File: config.mk
export PLATFORM = sky130hd
export DESIGN_NAME = tlb_miss_arbiter
export DESIGN_NICKNAME = d
export VERILOG_FILES = /design/src/rtl/tlb_miss_arbiter.sv
export SDC_FILE = /design/constraint.sdc
export NUM_CORES = 1
export LEC_CHECK = 0
export ABC_AREA = 1
export CAP_MARGIN = 40
export CORE_AREA = 3 3 169 171
export DETAILED_ROUTE_END_ITERATION = 8
export DIE_AREA = 0 0 172 174
export PLACE_DENSITY_LB_ADDON = 0.15
export SLEW_MARGIN = 20
export SYNTH_ARGS = -nofsm -noshare
export SYNTH_HDL_FRONTEND = slang
export SYNTH_SLANG_ARGS = --single-unit
File: constraint.sdc
create_clock -name clk_i -period 6.9 [get_ports clk_i]
set_clock_uncertainty 0.1 [all_clocks]
set_input_delay 1.38 -clock clk_i [delete_from_list [all_inputs] [get_ports clk_i]]
set_output_delay 1.38 -clock clk_i [all_outputs]
set_load 0.02 [all_outputs]
File: src/rtl/tlb_miss_arbiter.sv
// Round-robin arbiter for ITLB/DTLB misses: shared-TLB lookup, PTW walk on miss,
// one-cycle fill strobe back to the requester, with sfence.vma kill handling.
module tlb_miss_arbiter #(
    parameter int unsigned VpnWidth  = 27,
    parameter int unsigned AsidWidth = 16,
    parameter int unsigned PteWidth  = 64,
    parameter int unsigned LvlWidth  = 2
) (
    input  logic                 clk_i,
    input  logic                 rst_i,
    input  logic                 flush_i,

    input  logic                 itlb_miss_valid_i,
    output logic                 itlb_miss_ready_o,
    input  logic [VpnWidth-1:0]  itlb_miss_vpn_i,
    input  logic [AsidWidth-1:0] itlb_miss_asid_i,

    input  logic                 dtlb_miss_valid_i,
    output logic                 dtlb_miss_ready_o,
    input  logic [VpnWidth-1:0]  dtlb_miss_vpn_i,
    input  logic [AsidWidth-1:0] dtlb_miss_asid_i,

    output logic                 stlb_req_valid_o,
    input  logic                 stlb_req_ready_i,
    output logic [VpnWidth-1:0]  stlb_req_vpn_o,
    output logic [AsidWidth-1:0] stlb_req_asid_o,
    input  logic                 stlb_rsp_valid_i,
    input  logic                 stlb_rsp_hit_i,
    input  logic [PteWidth-1:0]  stlb_rsp_pte_i,
    input  logic [LvlWidth-1:0]  stlb_rsp_lvl_i,

    output logic                 ptw_req_valid_o,
    input  logic                 ptw_req_ready_i,
    output logic [VpnWidth-1:0]  ptw_req_vpn_o,
    output logic [AsidWidth-1:0] ptw_req_asid_o,
    output logic                 ptw_req_is_instr_o,
    input  logic                 ptw_rsp_valid_i,
    input  logic                 ptw_rsp_fault_i,
    input  logic [PteWidth-1:0]  ptw_rsp_pte_i,
    input  logic [LvlWidth-1:0]  ptw_rsp_lvl_i,

    output logic                 itlb_fill_valid_o,
    output logic                 dtlb_fill_valid_o,
    output logic [VpnWidth-1:0]  fill_vpn_o,
    output logic [AsidWidth-1:0] fill_asid_o,
    output logic [PteWidth-1:0]  fill_pte_o,
    output logic [LvlWidth-1:0]  fill_lvl_o,
    output logic                 fill_fault_o,
    output logic                 fill_from_ptw_o,
    output logic                 busy_o
);

    typedef enum logic [2:0] {
        IDLE      = 3'd0,
        LOOKUP    = 3'd1,
        WAIT_STLB = 3'd2,
        PTW_REQ   = 3'd3,
        WAIT_PTW  = 3'd4,
        FILL      = 3'd5
    } state_e;

    state_e                 state_q;
    state_e                 state_d;
    logic                   rr_q;
    logic                   kill_q;
    logic                   kill_next;
    logic                   kill_d;
    logic                   grant_itlb;
    logic                   grant_dtlb;
    logic                   accept;
    logic                   load_fill;
    logic                   fill_src_ptw;
    logic                   fill_active;

    logic [VpnWidth-1:0]    vpn_q;
    logic [AsidWidth-1:0]   asid_q;
    logic                   is_instr_q;
    logic [VpnWidth-1:0]    fill_vpn_q;
    logic [AsidWidth-1:0]   fill_asid_q;
    logic [PteWidth-1:0]    fill_pte_q;
    logic [LvlWidth-1:0]    fill_lvl_q;
    logic                   fill_fault_q;
    logic                   from_ptw_q;

    // Grant selection; rr_q=0 favours the DTLB when both miss together
    always_comb begin
        grant_itlb = 1'b0;
        grant_dtlb = 1'b0;
        if ((state_q == IDLE) && !flush_i) begin
            if (itlb_miss_valid_i && dtlb_miss_valid_i) begin
                grant_itlb = rr_q;
                grant_dtlb = ~rr_q;
            end else if (itlb_miss_valid_i) begin
                grant_itlb = 1'b1;
            end else if (dtlb_miss_valid_i) begin
                grant_dtlb = 1'b1;
            end else begin
                grant_itlb = 1'b0;
                grant_dtlb = 1'b0;
            end
        end else begin
            grant_itlb = 1'b0;
            grant_dtlb = 1'b0;
        end
    end

    // Next-state logic; once a request is accepted downstream a flush only marks
    // the translation as killed so the outstanding response is still consumed
    always_comb begin
        state_d      = state_q;
        kill_next    = kill_q;
        accept       = 1'b0;
        load_fill    = 1'b0;
        fill_src_ptw = 1'b0;
        case (state_q)
            IDLE: begin
                if (grant_itlb || grant_dtlb) begin
                    accept  = 1'b1;
                    state_d = LOOKUP;
                end else begin
                    state_d = IDLE;
                end
            end
            LOOKUP: begin
                if (stlb_req_ready_i) begin
                    state_d   = WAIT_STLB;
                    kill_next = kill_q | flush_i;
                end else if (flush_i) begin
                    state_d = IDLE;
                end else begin
                    state_d = LOOKUP;
                end
            end
            WAIT_STLB: begin
                kill_next = kill_q | flush_i;
                if (stlb_rsp_valid_i) begin
                    if (stlb_rsp_hit_i) begin
                        state_d   = FILL;
                        load_fill = 1'b1;
                    end else if (kill_q || flush_i) begin
                        // Killed miss: no point starting a walk nobody will use
                        state_d = IDLE;
                    end else begin
                        state_d = PTW_REQ;
                    end
                end else begin
                    state_d = WAIT_STLB;
                end
            end
            PTW_REQ: begin
                if (ptw_req_ready_i) begin
                    state_d   = WAIT_PTW;
                    kill_next = kill_q | flush_i;
                end else if (flush_i) begin
                    state_d = IDLE;
                end else begin
                    state_d = PTW_REQ;
                end
            end
            WAIT_PTW: begin
                kill_next = kill_q | flush_i;
                if (ptw_rsp_valid_i) begin
                    state_d      = FILL;
                    load_fill    = 1'b1;
                    fill_src_ptw = 1'b1;
                end else begin
                    state_d = WAIT_PTW;
                end
            end
            FILL: begin
                state_d = IDLE;
            end
            default: begin
                state_d   = IDLE;
                kill_next = 1'b0;
            end
        endcase
        kill_d = (state_d == IDLE) ? 1'b0 : kill_next;
    end

    // Control state registers
    always_ff @(posedge clk_i or posedge rst_i) begin
        if (rst_i) begin
            state_q <= IDLE;
            rr_q    <= 1'b0;
            kill_q  <= 1'b0;
        end else begin
            state_q <= state_d;
            kill_q  <= kill_d;
            if (accept) begin
                rr_q <= ~rr_q;
            end
        end
    end

    // Latched request payload, held for the whole translation
    always_ff @(posedge clk_i or posedge rst_i) begin
        if (rst_i) begin
            vpn_q      <= '0;
            asid_q     <= '0;
            is_instr_q <= 1'b0;
        end else if (accept) begin
            vpn_q      <= grant_itlb ? itlb_miss_vpn_i  : dtlb_miss_vpn_i;
            asid_q     <= grant_itlb ? itlb_miss_asid_i : dtlb_miss_asid_i;
            is_instr_q <= grant_itlb;
        end
    end

    // Fill payload registers; they keep the last fill between translations
    always_ff @(posedge clk_i or posedge rst_i) begin
        if (rst_i) begin
            fill_vpn_q   <= '0;
            fill_asid_q  <= '0;
            fill_pte_q   <= '0;
            fill_lvl_q   <= '0;
            fill_fault_q <= 1'b0;
            from_ptw_q   <= 1'b0;
        end else if (load_fill) begin
            fill_vpn_q   <= vpn_q;
            fill_asid_q  <= asid_q;
            fill_pte_q   <= fill_src_ptw ? ptw_rsp_pte_i : stlb_rsp_pte_i;
            fill_lvl_q   <= fill_src_ptw ? ptw_rsp_lvl_i : stlb_rsp_lvl_i;
            fill_fault_q <= fill_src_ptw & ptw_rsp_fault_i;
            from_ptw_q   <= fill_src_ptw;
        end
    end

    // A flush landing in the FILL cycle itself also suppresses the strobe
    assign fill_active        = (state_q == FILL) && !kill_q && !flush_i;

    assign itlb_miss_ready_o  = grant_itlb;
    assign dtlb_miss_ready_o  = grant_dtlb;

    assign stlb_req_valid_o   = (state_q == LOOKUP);
    assign stlb_req_vpn_o     = vpn_q;
    assign stlb_req_asid_o    = asid_q;

    assign ptw_req_valid_o    = (state_q == PTW_REQ);
    assign ptw_req_vpn_o      = vpn_q;
    assign ptw_req_asid_o     = asid_q;
    assign ptw_req_is_instr_o = is_instr_q;

    assign itlb_fill_valid_o  = fill_active && is_instr_q;
    assign dtlb_fill_valid_o  = fill_active && !is_instr_q;
    assign fill_vpn_o         = fill_vpn_q;
    assign fill_asid_o        = fill_asid_q;
    assign fill_pte_o         = fill_pte_q;
    assign fill_lvl_o         = fill_lvl_q;
    assign fill_fault_o       = fill_fault_q;
    assign fill_from_ptw_o    = fill_active && from_ptw_q;

    assign busy_o             = (state_q != IDLE);

endmodule

==> out/results.ini <==
[drt]
wl_met1_um = 11200
via_per_inst = 4.57
highest_layer = met4
wl_met2_um = 13900
num_vias = 7192
drtIter0Drc = 280
wl_per_cell_um = 18.1
first_pass_iters = 4
wl_um = 28500
final_antenna_net_count = 0
drc = 0
wl_met3_um = 3000

[timing]
max_clock_freq_mhz = 224
slew_violations = 0
fin_crit_ps = 4470
worst_slack_ps = 2430
setup_tns_ps = 0
hold_ws_ps = 400
rsz0062_at_grt = false
setup_viol = 0
finalCritPeriodShare_pct = 64.7
slew_headroom_pct = 45.2
worst_pin_slew_ps = 822
finalHoldViolations = 0

[clock_tree]
cts_root_buffer = clkbuf_16
clockBufferDepth = 2
cts_max_level = 4
clock_latency_ps = 420
post_cts_buffers = 0
hold_buffers = 0
cts.clk_slew.worst_paths_ps = 70
cts_made_buffers = 17
ctsResizeCount = 0
cts_sinks = 160
cts_tree = done

[worst_hold_path]
hold_start = rr_q$_DFFE_PP0N_
hp-class = flop to flop

[synthesis]
synth_nets = 1085
synth_top_area_share_pct = 55.3
synth_cells = 856
synth_seq_cells = 160
synth_compound_area_share_pct = 9.95
synth-seq-area-share_pct = 55.3
synth_xor_area_share_pct = 0.121
synth_top_cell_by_area = dfrtp_1
synthMuxAreaShare_pct = 0
syn_area_um2 = 7240
synth.avg_cell_area_um2 = 8.46
synthSimpleGateAreaFrac_pct = 25.6
synth_top_family_by_area = simple AND/OR/NAND/NOR gates
yosysWarnings = 0
synth_fa_ha_area_share_pct = 0
yosysUniqueCellTypes = 21
yosys-top-cells-area = dfrtp_1 55%, nand2_1 12%, nor2_1 8.7%, a31oi_1 5.7%, buf_4 5.3%

[power]
leakagePower_nw = 5.17
power_frac_comb_pct = 51.8
ir_drop_v = 0.000205
p_seq_share_pct = 31.0
swShare_pct = 41.1
power.switching_mw = 2.33
p_int_mw = 3.33
power_density_nw_per_um2 = 465
power_frac_clock_pct = 17.2

[global_route]
grt_antenna_before_repair = 0
grt_pass1_wl_um = 43100
grt_max_degree = 117
track_usage_pct = 18.6
grt_pass1_vias = 7315
globalRouteOverflowTotal = 0

[worst_setup_path]
crit_top_cell = clkdlybuf4s50_1
crit_fanout = 4
worstPathRequired_ps = 5420
r2r_start = state_q[1]$_DFF_PP0_
critical_path_class = input port to primary output
cpLargestDelayFamily = buffers and inverters
worst_setup_path_end_kind = primary output
critPathBufInv = 3
max_stage_delay_ps = 640
worstPathArrival_ps = 2990
crit_chain = clkdlybuf4s50_1, inv_1, nand3_1, nor2_1, clkdlybuf4s50_1
start_kind = input port
crit_slowest_cell = clkdlybuf4s50_1
critical_path.startpoint = flush_i

[die]
die_w_um = 172
io_pins = 434
die_h_um = 174
initial_core_util_pct = 26.8
die_area_um2 = 29900
num_rows = 60
coreArea_um2 = 27000

[placed_design]
numPortBuffers = 433
gp_congestion = 0.793
preCtsSetupSlack_ps = 2420
placed_area_um2 = 11600
dp.cells = 1542
dpl.hpwl_um = 20900

[cells_and_area]
area.sequential_um2 = 4000
finalInstanceArea_um2 = 12200
antenna_cells = 0
drive_above_1_share_pct = 4.38
num-fill-cells = 2726
fin_nets = 1449
layout.cells.non_filler = 1574
multi_input_comb_area_um2 = 2600
syn2layout_area_growth_pct = 67.8

[outcome]
status = completed

[flow_run]
maxCapViolCount = 0

## cell usage in the layout (no fill, tap or decap), types with 5 or more instances in the layout
cell	count
clkdlybuf4s50_1	433
clkbuf_16	17
inv_1	10
buf_4	6
o21ai_0	5
o22ai_1	43
dfrtp_1	160
a31oi_1	66
nand2_1	237
nand3_1	54
nor2_1	168
inv_2	5
## cell usage after synthesis
master	number
nand2_2	1
xor2_1	1
nand4_1	1
clkbuf_1	12
o21ai_0	5
buf_4	51
inv_1	11
dfrtp_1	160
nand2_1	237
inv_2	6
nand3_1	54
nor2_2	1
buf_1	3
nand4_4	1
o22ai_1	43
a31oi_1	66
nor2_1	168
a21oi_1	1
buf_2	31
a21oi_2	1
nor2_4	2
## path summary, 6_finish.rpt
| check | slack [ps] | end | cells after the start |
|---|---|---|---|
| max reg2reg | 4370 | fill_pte_o[52]$_DFFE_PP0P_ | 8 |
| max | 2430 | dtlb_miss_ready_o | 5 |
| min reg2reg | 400 | rr_q$_DFFE_PP0N_ | 1 |
| max in group asynchronous | 4290 | fill_vpn_o[6]$_DFFE_PP0P_ | 3 |
| min | 400 | rr_q$_DFFE_PP0N_ | 1 |
| min in group asynchronous | 1290 | fill_pte_o[36]$_DFFE_PP0P_ | 2 |
## final cells by class
cell class | instances | area share, %
Clock buffer | 17 | 3.50
Timing Repair Buffer | 442 | 36.6
Inverter | 17 | 0.587
Sequential cell | 160 | 32.9
Clock inverter | 15 | 1.42
Multi-Input combinational cell | 582 | 21.4
Tap cell | 341 | 3.51
## layer usage
layer / up-vias / track usage [%]
met3: 24 / 7.30
met4: 0 / 4.52
li1: 3511 / -
met1: 3360 / 22.0
met2: 297 / 31.7
met5: - / 0
## state kept, by name (all words and copies together) (netlist names)
signal              cells
ptw_req_asid_o         16
fill_asid_o            16
fill_pte_o             64
fill_lvl_o              2
fill_vpn_o             27
ptw_req_vpn_o          27
ptw_req_is_instr_o      1
fill_fault_o            1
kill_q                  1
state_q                 3
from_ptw_q              1
rr_q                    1
## worst reg2reg max path, cell delays in order (launching register included)
cell and delay (ps):
dfrtp_1 490, inv_2 70, nor2_2 120, nand4_4 350, buf_16 330, nand2_8 280, buf_16 390, nor2_1 160
a31oi_1 160
## kinds of logic (layout without fill, tap and decap cells)
logic type             count (synthesis)  after routing
AO/OA/AOI/OAI                        116            116
XOR/XNOR                               1              1
buffers and inverters                114            491
flip-flops                           160            160
AND/OR/NAND/NOR                      465            465
## through the flow
stage               util (%)  power (mW)
CTS                     45.0        5.76
global route            45.0        6.03
floorplan                  -        3.28
global placement        42.5        4.72
finish                  45.0        5.65
detailed placement      42.8        4.75
## power groups by stage
stage	Sequential, mW	Clock, mW	Combinational [mW]
after detailed placement	1.78	0	2.97
after floorplan	2.24	0	1.04
final	1.75	0.975	2.93
after CTS	1.77	1.01	2.98
after global routing	1.83	1.05	3.16
after global placement	1.76	0	2.96
Note: power is estimated with default switching activity, not from simulation.
